[src/rtl/ps2_cmd_scheduler.sv]
// ps2_cmd_scheduler: host-side PS/2 command scheduler.
// Arbitrates two requesters (round-robin on ties), sends each 1- or 2-byte command
// through the shared host-to-device byte transmitter, checks ACK (0xFA) / RESEND (0xFE)
// responses with retry and timeout, and forwards unconsumed device bytes as scan bytes.
// Build option: define PS2_BOOT_CFG_EN to run a boot configuration out of reset
// (0xF9, then 0xF0 0x03) before external requests are accepted.
module ps2_cmd_scheduler #(
   parameter int unsigned ACK_TIMEOUT = 800000,
   parameter int unsigned MAX_RETRY   = 3
) (
   input  logic        CLK,
   input  logic        RESET,
   input  logic        REQ0,
   input  logic        REQ0_LEN,
   input  logic [15:0] REQ0_CMD,
   output logic        DONE0,
   output logic        ERR0,
   input  logic        REQ1,
   input  logic        REQ1_LEN,
   input  logic [15:0] REQ1_CMD,
   output logic        DONE1,
   output logic        ERR1,
   output logic        TX_START,
   output logic [7:0]  TX_BYTE,
   input  logic        TX_DONE,
   input  logic        TX_ERR,
   input  logic        RX_VALID,
   input  logic [7:0]  RX_BYTE,
   output logic        KEY_VALID,
   output logic [7:0]  KEY_BYTE,
   output logic        BUSY,
   output logic        INIT_DONE
);

   localparam int unsigned TW = $clog2(ACK_TIMEOUT + 1);
   localparam int unsigned RW = $clog2(MAX_RETRY + 1);

   localparam logic [7:0] RespAck    = 8'hFA;
   localparam logic [7:0] RespResend = 8'hFE;

   typedef enum logic [2:0] {
      StIdle, StSend, StWaitTx, StWaitAck, StRetry, StDone, StHold, StInit
   } state_e;

   state_e          state_q;
   logic            rr_last_q;
   logic            owner_q;
   logic [15:0]     cmd_q;
   logic            len_q;
   logic            byte_idx_q;
   logic [RW-1:0]   retry_cnt_q;
   logic [TW-1:0]   timer_q;

   logic            grant;
   logic [7:0]      cur_byte;
   logic            rx_consumed;
   logic [RW-1:0]   retry_next;
   logic            timed_out;
   logic            boot_active;

`ifdef PS2_BOOT_CFG_EN
   logic            boot_q;
   logic            boot_idx_q;
   assign boot_active = boot_q;
`else
   assign boot_active = 1'b0;
`endif

   // Grant decode, current byte select and response classification
   always_comb begin
      grant       = (REQ0 && REQ1) ? ~rr_last_q : REQ1;
      cur_byte    = byte_idx_q ? cmd_q[15:8] : cmd_q[7:0];
      rx_consumed = (state_q == StWaitAck) && RX_VALID &&
                    ((RX_BYTE == RespAck) || (RX_BYTE == RespResend));
      retry_next  = retry_cnt_q + 1'b1;
      // >= so a timeout masked by a coinciding RX byte fires on the next cycle
      timed_out   = (timer_q >= TW'(ACK_TIMEOUT - 1));
   end

   // Command sequencing FSM with registered handshake outputs
   always_ff @(posedge CLK) begin
      if (RESET) begin
`ifdef PS2_BOOT_CFG_EN
         state_q    <= StInit;
         boot_q     <= 1'b1;
         boot_idx_q <= 1'b0;
         INIT_DONE  <= 1'b0;
`else
         state_q    <= StIdle;
`endif
         rr_last_q   <= 1'b1;
         owner_q     <= 1'b0;
         cmd_q       <= '0;
         len_q       <= 1'b0;
         byte_idx_q  <= 1'b0;
         retry_cnt_q <= '0;
         timer_q     <= '0;
         TX_START    <= 1'b0;
         TX_BYTE     <= 8'h00;
         DONE0       <= 1'b0;
         DONE1       <= 1'b0;
         ERR0        <= 1'b0;
         ERR1        <= 1'b0;
         BUSY        <= 1'b0;
      end else begin
         TX_START <= 1'b0;
         DONE0    <= 1'b0;
         DONE1    <= 1'b0;
         ERR0     <= 1'b0;
         ERR1     <= 1'b0;
         case (state_q)
            StIdle: begin
               if (REQ0 || REQ1) begin
                  owner_q     <= grant;
                  rr_last_q   <= grant;
                  cmd_q       <= grant ? REQ1_CMD : REQ0_CMD;
                  len_q       <= grant ? REQ1_LEN : REQ0_LEN;
                  byte_idx_q  <= 1'b0;
                  retry_cnt_q <= '0;
                  BUSY        <= 1'b1;
                  state_q     <= StSend;
               end
            end
            StSend: begin
               TX_START <= 1'b1;
               TX_BYTE  <= cur_byte;
               state_q  <= StWaitTx;
            end
            StWaitTx: begin
               if (TX_DONE) begin
                  timer_q <= '0;
                  state_q <= StWaitAck;
               end else if (TX_ERR) begin
                  state_q <= StRetry;
               end
            end
            StWaitAck: begin
               if (RX_VALID && (RX_BYTE == RespAck)) begin
                  if (byte_idx_q == len_q) begin
                     state_q <= StDone;
                  end else begin
                     byte_idx_q  <= 1'b1;
                     retry_cnt_q <= '0;
                     state_q     <= StSend;
                  end
               end else if (RX_VALID && (RX_BYTE == RespResend)) begin
                  state_q <= StRetry;
               end else if (!RX_VALID && timed_out) begin
                  state_q <= StRetry;
               end else begin
                  timer_q <= timer_q + 1'b1;
               end
            end
            StRetry: begin
               retry_cnt_q <= retry_next;
               if (retry_next == RW'(MAX_RETRY)) begin
                  ERR0    <= !boot_active && !owner_q;
                  ERR1    <= !boot_active && owner_q;
                  state_q <= StHold;
               end else begin
                  state_q <= StSend;
               end
            end
            StDone: begin
               DONE0   <= !boot_active && !owner_q;
               DONE1   <= !boot_active && owner_q;
               state_q <= StHold;
            end
            StHold: begin
`ifdef PS2_BOOT_CFG_EN
               if (boot_q && !boot_idx_q) begin
                  boot_idx_q <= 1'b1;
                  state_q    <= StInit;
               end else begin
                  if (boot_q) begin
                     boot_q    <= 1'b0;
                     INIT_DONE <= 1'b1;
                  end
                  BUSY    <= 1'b0;
                  state_q <= StIdle;
               end
`else
               BUSY    <= 1'b0;
               state_q <= StIdle;
`endif
            end
`ifdef PS2_BOOT_CFG_EN
            StInit: begin
               // Boot command 0: 0xF9 alone; boot command 1: 0xF0 then 0x03
               cmd_q       <= boot_idx_q ? 16'h03F0 : 16'h00F9;
               len_q       <= boot_idx_q;
               byte_idx_q  <= 1'b0;
               retry_cnt_q <= '0;
               BUSY        <= 1'b1;
               state_q     <= StSend;
            end
`endif
            default: begin
               BUSY    <= 1'b0;
               state_q <= StIdle;
            end
         endcase
      end
   end

   // Forward every RX byte not consumed as a command response
   always_ff @(posedge CLK) begin
      if (RESET) begin
         KEY_VALID <= 1'b0;
         KEY_BYTE  <= 8'h00;
      end else begin
         KEY_VALID <= RX_VALID && !rx_consumed;
         if (RX_VALID && !rx_consumed) begin
            KEY_BYTE <= RX_BYTE;
         end
      end
   end

`ifndef PS2_BOOT_CFG_EN
   // Without boot configuration the link is ready as soon as reset releases
   always_ff @(posedge CLK) begin
      if (RESET) begin
         INIT_DONE <= 1'b0;
      end else begin
         INIT_DONE <= 1'b1;
      end
   end
`endif

endmodule
[config.mk]
export PLATFORM = sky130hd
export DESIGN_NAME = ps2_cmd_scheduler
export DESIGN_NICKNAME = d
export VERILOG_FILES = /design/src/rtl/ps2_cmd_scheduler.sv
export SDC_FILE = /design/constraint.sdc
export NUM_CORES = 1
export LEC_CHECK = 0
export ABC_AREA = 1
export CORE_ASPECT_RATIO = 0.6
export CORE_MARGIN = 8
export CORE_UTILIZATION = 35
export DETAILED_ROUTE_END_ITERATION = 10
export GPL_TIMING_DRIVEN = 0
export SYNTH_ARGS = -nofsm -noshare
export SYNTH_HDL_FRONTEND = slang
export SYNTH_SLANG_ARGS = --single-unit
export TNS_END_PERCENT = 50
[constraint.sdc]
create_clock -name CLK -period 1.6 [get_ports CLK]
set_clock_uncertainty 0.15 [all_clocks]
set_input_delay 0.32 -clock CLK [delete_from_list [all_inputs] [get_ports CLK]]
set_output_delay 0.32 -clock CLK [all_outputs]
set_load 0.02 [all_outputs]
==> results.md, run 1 <==
* Chip Width at 146 um
* Register area share after synthesis at 0.390
* CP Class: flip-flop to flip-flop
* Share of layout cells above drive strength 1 at 0.204
* Dpl hpwl at 9110 um
* Initial DRC Count at 316
* Critical path's largest stage delay at 360 ps
* Clock transition at path regs at 60 ps
* Ports at 73
* First-pass GRT wire length at 20700 um
* Post-synthesis average cell area at 6.58 um^2
* Final hold vios at 0
* Failing checks: negative setup slack
* Fillers at 972
* Maximum VDD drop at 0.000588 V
* Crit-path max FO at 6
* Vias at 3957
* Max-cap violations at 0
* LEAKAGE at 2.21 nW
* Footprint of the multi-input gates at 2050 um^2
* Synth Register Bits at 69
* Syn Inst Count at 539
* Setup violators final at 33
* Core Util, Final at 0.530
* Post-route ant nets at 0
* Area grow syn2layout at 47.2%
* Layout net count at 693
* Critical Path Slowest Stage Cell: dfxtp_4
* Post-Syn Area at 3550 um^2
* Pwr Density at 1510 nW/um^2
* Final worst slack at -305 ps
* Slew Limit Fails at 0
* Least-Margin Pin Slew at 667 ps
* Most frequent CP cell: nand2_2
* DR DRC count at 0
* WP buf/inv at 3
* Core Box Area at 9840 um^2
* Period utilisation layout at 1.19
* Clock buffer depth at 2
* Worst Path Arrival at 2020 ps
* Yosys cell types at 31
* CP endpoint kind: flip-flop
* CTS tree: built
* GRT Residual Overflow at 0
* GRT Total Usage at 0.190
* Htree depth at 3
* WP data required at 1720 ps
* Port Buffer Count at 71
* Worst Hold Class: primary input to flip-flop
* Final setup TNS at -6510 ps
* Slew headroom at 0.556
* Clock Latency Late Sink at 340 ps
* Initial core utilization at 0.360
* Gpl congestion at 0.887
* Synth warn at 0
* Die height at 94.0 um
* Synthesized Nets at 590
* FP Rows at 28
* Fmax at 0.525 GHz
* Cts-stage hold buffer count at 0
* Crit path launch type: flip-flop
* Crit path max-delay family: simple AND/OR/NAND/NOR gates
* Critical path cell sequence: ha_4 > nand2_2 > inv_2 > nand2_4 > nor2_4 > nand3_2 > nand2_2 > nand2_2 > nand2_4 > nand2_8 > buf_6 > buf_6 > nand3_2 > nand2_1 > nor2_1
* Initial antenna violation count at 0
* Largest net degree at the start of global routing at 13
* Hold Worst Slack at 138 ps
* Vias in the first global route at 3897
* Routed wire per std cell at 16.3 um
* RSZ-0062 raised after global routing: true
* Total die area at 13700 um^2
* CTS Buf Count at 9
* Commonest non-fill, non-tap cell in the layout: nand2_1
* Vias per cell at 5.06
* Ant. Diodes at 0
* CTS Sinks at 69
* Final WL at 12700 um
* Register area at 1410 um^2
* Router iterations before antenna repair at 5
* Most frequent cells in the layout: 110 x nand2_1, 79 x nor2_1, 57 x dfxtp_1
* Total power at 7.87 mW
* Status: finished with violations
* Root Buffer Master: clkbuf_16
* Final critical-path required period at 1910 ps
==> registers in the layout (all words and copies together) (netlist names) <==
name	count
BUSY	1
DONE0	1
DONE1	1
ERR0	1
ERR1	1
INIT_DONE	1
KEY_BYTE	8
KEY_VALID	1
TX_BYTE	8
TX_START	1
byte_idx_q	1
cmd_q	16
len_q	1
owner_q	1
retry_cnt_q	2
rr_last_q	1
state_q	3
timer_q	20
==> through the flow <==
step	setup WS, ps	area [um^2]	cells
after floorplan	-97.4	3570	539
final	-305	5220	782
after detailed placement	-957	4450	745
after CTS	-332	5100	779
after global placement	-1000	4450	745
after global routing	-430	5220	782
==> logic make-up (layout without fill, tap and decap cells) <==
kind of cell / Yosys count / after routing / synth area share
AO/OA/AOI/OAI: 114 / 114 / 0.175
XOR/XNOR: 3 / 3 / 0.00741
adder cells (fa/ha/maj): 2 / 2 / 0.00706
buffers and inverters: 76 / 184 / 0.0896
flip-flops: 69 / 69 / 0.390
AND/OR/NAND/NOR: 275 / 275 / 0.332
==> Yosys cell counts <==
library cell	instances	area, um^2
inv_2	4	15.0
a21o_1	1	7.51
a221oi_1	8	70.1
a21oi_1	58	290
nand2_2	6	37.5
nor3_1	8	40.0
o21ai_1	1	5.00
dfxtp_1	69	1380
nand4_1	2	12.5
inv_1	47	176
buf_6	3	33.8
o211ai_1	4	30.0
xnor2_1	1	8.76
nor3b_1	2	15.0
nor4_1	1	6.26
xor2_1	2	17.5
a21oi_2	1	8.76
clkbuf_1	11	41.3
buf_2	8	40.0
clkinv_1	3	11.3
nand3_2	5	50.1
o21bai_1	1	7.51
and2_1	1	6.26
nand2_4	1	11.3
nor2_1	85	319
nor2_2	1	6.26
o21ai_0	40	200
ha_1	2	25.0
nand3_1	42	210
or2_2	3	18.8
nand2_1	118	443
==> tightest hold or removal path: cells and delay by family <==
| family | cells | cell delay (ps) |
|---|---|---|
| buf+inv | 1 | 100 |
| simple gates | 1 | 80 |
| compound gates | 1 | 90 |
==> repair_timing <==
action	CTS	global route
resized for setup	94	47
pin swaps	9	15
gates cloned	4	0
setup buffers	15	4
endpoints found under the setup margin	88	63
hold endpoints to repair	0	0
==> layout make-up <==
type | instances | share of cell area
inverters | 54 | 0.0427
multi-input cells | 394 | 0.393
well taps | 135 | 0.0324
flip-flops and latches | 69 | 0.269
clock buffers | 11 | 0.0465
clock inverters | 5 | 0.0113
repair buffers | 93 | 0.171
plain buffers | 21 | 0.0343
==> where the power goes <==
part / total (mW) / internal [mW] / switching [mW] / leakage (nW)
Combinational: 3.13 / 1.31 / 1.83 / 1.50
Sequential: 2.70 / 2.25 / 0.443 / 0.574
Clock: 2.03 / 1.25 / 0.783 / 0.142
==> worst paths after layout <==
path | from | cells past startpoint | to | slack, ps
setup / recovery | timer_q[1] | 15 | timer_q[1] | -310
hold / removal | RX_BYTE[1] | 3 | KEY_BYTE[1] | 140
setup reg to reg | timer_q[1] | 15 | timer_q[1] | -310
hold reg to reg | retry_cnt_q[0] | 2 | retry_cnt_q[0] | 320
==> metal layers <==
layer,GRT usage,share of wire,up-vias
met4,0.0491,0.0091,0
met5,0,0,-
met2,0.261,0.39,128
met1,0.277,0.52,1852
met3,0.0582,0.080,13
li1,-,-,1964
No activity file was read; power rests on OpenSTA's default activity.
==> inputs of run 2 (changes only) <==
--- a/config.mk
+++ b/config.mk
@@ -11,6 +11,7 @@
 export CORE_UTILIZATION = 35
 export DETAILED_ROUTE_END_ITERATION = 10
 export GPL_TIMING_DRIVEN = 0
+export SETUP_SLACK_MARGIN = 0.5
 export SYNTH_ARGS = -nofsm -noshare
 export SYNTH_HDL_FRONTEND = slang
 export SYNTH_SLANG_ARGS = --single-unit
==> run 2 against run 1 <==
The run still ends with negative setup slack left. Hold slack gained 9.1 ps. Wire length grew 13%. Final cell count up 4.0%. Core utilization rose by 12 points. First-iteration DRC count up 14%. Count of clock-buffer cells in the layout fell by 1. Combinational power up 61%. Critical endpoint is now timer_q[13].
==> results.md, run 2 (synthesis results as in run 1) <==
* Commonest non-fill, non-tap cell in the layout: nand2_1 (unchanged)
* Least-Margin Pin Slew at 715 ps (was 667 ps)
* WP buf/inv at 3 (unchanged)
* Root Buffer Master: clkbuf_16 (unchanged)
* Router iterations before antenna repair at 4 (was 5)
* Core Box Area at 9840 um^2 (unchanged)
* Status: finished with violations (unchanged)
* Gpl congestion at 0.891 (was 0.887)
* Most flop-heavy register: timer_q (unchanged)
* Slew Limit Fails at 0 (unchanged)
* Vias at 4243 (was 3957)
* GRT Residual Overflow at 0 (unchanged)
* Post-route ant nets at 0 (unchanged)
* Total die area at 13700 um^2 (unchanged)
* Clock buffer depth at 2 (unchanged)
* Ant. Diodes at 0 (unchanged)
* CP Class: flip-flop to flip-flop (unchanged)
* Max-cap violations at 0 (unchanged)
* FP Rows at 28 (unchanged)
* CTS Buf Count at 9 (unchanged)
* Pwr Density at 1610 nW/um^2 (was 1510 nW/um^2)
* Final critical-path required period at 1840 ps (was 1910 ps)
* Htree depth at 3 (unchanged)
* RSZ-0062 raised after global routing: true (unchanged)
* Clock Latency Late Sink at 340 ps (about the same)
* Max reg flops at 20 (unchanged)
* Failing checks: negative setup slack (unchanged)
* Share of layout cells above drive strength 1 at 0.463 (was 0.204)
* Vias per cell at 5.22 (was 5.06)
* Post-Place Setup Slack at -858 ps (was -957 ps)
* GRT Total Usage at 0.205 (was 0.190)
* Most frequent cells in the layout: 102 x nand2_1, 60 x nor2_1, 39 x inv_1 (was 110 x nand2_1, 79 x nor2_1, 57 x dfxtp_1)
* Critical Path Slowest Stage Cell: dfxtp_4 (unchanged)
* Clock transition at path regs at 60 ps (about the same)
* Slew headroom at 0.524 (was 0.556)
* Initial DRC Count at 359 (was 316)
* Routed wire per std cell at 17.7 um (was 16.3 um)
* Critical path cell sequence: buf_4 > nand3_1 > nor2_4 > buf_4 > buf_4 > nand3_1 > xor2_1 > nor2_1 > nand3_2 > a21oi_1 (was ha_4 > nand2_2 > inv_2 > nand2_4 > nor2_4 > nand3_2 > nand2_2 > nand2_2 > nand2_4 > nand2_8 > buf_6 > buf_6 > nand3_2 > nand2_1 > nor2_1)
* Final setup TNS at -4420 ps (was -6510 ps)
* Final WL at 14400 um (was 12700 um)
* Worst Hold Class: primary input to flip-flop (unchanged)
* Period utilisation layout at 1.15 (was 1.19)
* Initial antenna violation count at 0 (unchanged)
* Ports at 73 (unchanged)
* First-pass GRT wire length at 22300 um (was 20700 um)
* Dpl hpwl at 8850 um (was 9110 um)
* CTS Sinks at 69 (unchanged)
* Chip Width at 146 um (unchanged)
* CP endpoint kind: flip-flop (unchanged)
* Total power at 10.3 mW (was 7.87 mW)
* Largest net degree at the start of global routing at 14 (was 13)
* Cts-stage hold buffer count at 0 (unchanged)
* LEAKAGE at 2.52 nW (was 2.21 nW)
* WP data required at 1710 ps (was 1720 ps)
* Maximum VDD drop at 0.000905 V (was 0.000588 V)
* Final hold vios at 0 (unchanged)
* Layout net count at 724 (was 693)
* Crit path max-delay family: simple AND/OR/NAND/NOR gates (unchanged)
* Crit-path max FO at 4 (was 6)
* Most frequent CP cell: buf_4 (was nand2_2)
* Crit path launch type: flip-flop (unchanged)
* Area grow syn2layout at 80.0% (was 47.2%)
* Final worst slack at -239 ps (was -305 ps)
* Critical path's largest stage delay at 360 ps (about the same)
* Largest regs: timer_q: 20 flops, cmd_q: 16 flops (unchanged)
* Initial core utilization at 0.360 (unchanged)
* Fmax at 0.544 GHz (was 0.525 GHz)
* Worst Path Arrival at 1950 ps (was 2020 ps)
* Vias in the first global route at 4128 (was 3897)
* Hold Worst Slack at 147 ps (was 138 ps)
* Port Buffer Count at 71 (unchanged)
* Setup violators final at 24 (was 33)
* Die height at 94.0 um (unchanged)
* CTS tree: built (unchanged)
* DR DRC count at 0 (unchanged)
==> run 2: where the power goes <==
part           total [mW]  switching (mW)  internal (mW)
logic                5.03            2.64           2.39
clock network        2.44           0.809           1.63
registers            2.82           0.511           2.30
==> run 2: what timing repair did <==
action / 4_1_cts / 5_1_grt
setup endpoints to repair: 93 / 93
buffers inserted: 30 / 8
gates resized for setup: 367 / 94
pin swaps: 37 / 44
cloned: 13 / 1
endpoints found under the hold margin: 0 / 0
==> run 2: final timing paths <==
path	from	end	depth (start not counted)	slack, ps
min reg2reg	retry_cnt_q[1]	retry_cnt_q[1]	2	310
max reg2reg	timer_q[1]	timer_q[13]	10	-240
max	timer_q[1]	timer_q[13]	10	-240
min	RX_BYTE[3]	KEY_BYTE[3]	3	150
==> run 2: stage by stage <==
stage / utilization / cell area [um^2] / cells
floorplan: - / 3660 / 539
global placement: 0.461 / 4540 / 745
detailed placement: 0.461 / 4540 / 745
CTS: 0.605 / 5950 / 804
global route: 0.648 / 6380 / 813
finish: 0.648 / 6380 / 813
==> run 2: cell type report <==
class / count / area, um^2
sequential: 69 / 1450
timing repair buffer: 119 / 1260
tap: 135 / 169
buffer: 22 / 251
clock inverter: 6 / 115
clock buffer: 10 / 250
fill: 807 / 3460
timing repair inverter: 2 / 25.0
multi-input combinational: 396 / 2590
inverter: 54 / 264
==> run 2: worst min-delay path, stage by stage <==
cell and delay [ps]:
clkdlybuf4s15_1 190, nand2_1 50, nand2_1 50
==> run 2: routing by layer <==
metal / global-route usage / up-vias / share of wire
met5: 0 / - / 0
met2: 0.299 / 156 / 0.42
met3: 0.0640 / 12 / 0.080
met4: 0.0439 / 0 / 0.0073
met1: 0.288 / 2020 / 0.49
li1: - / 2055 / -
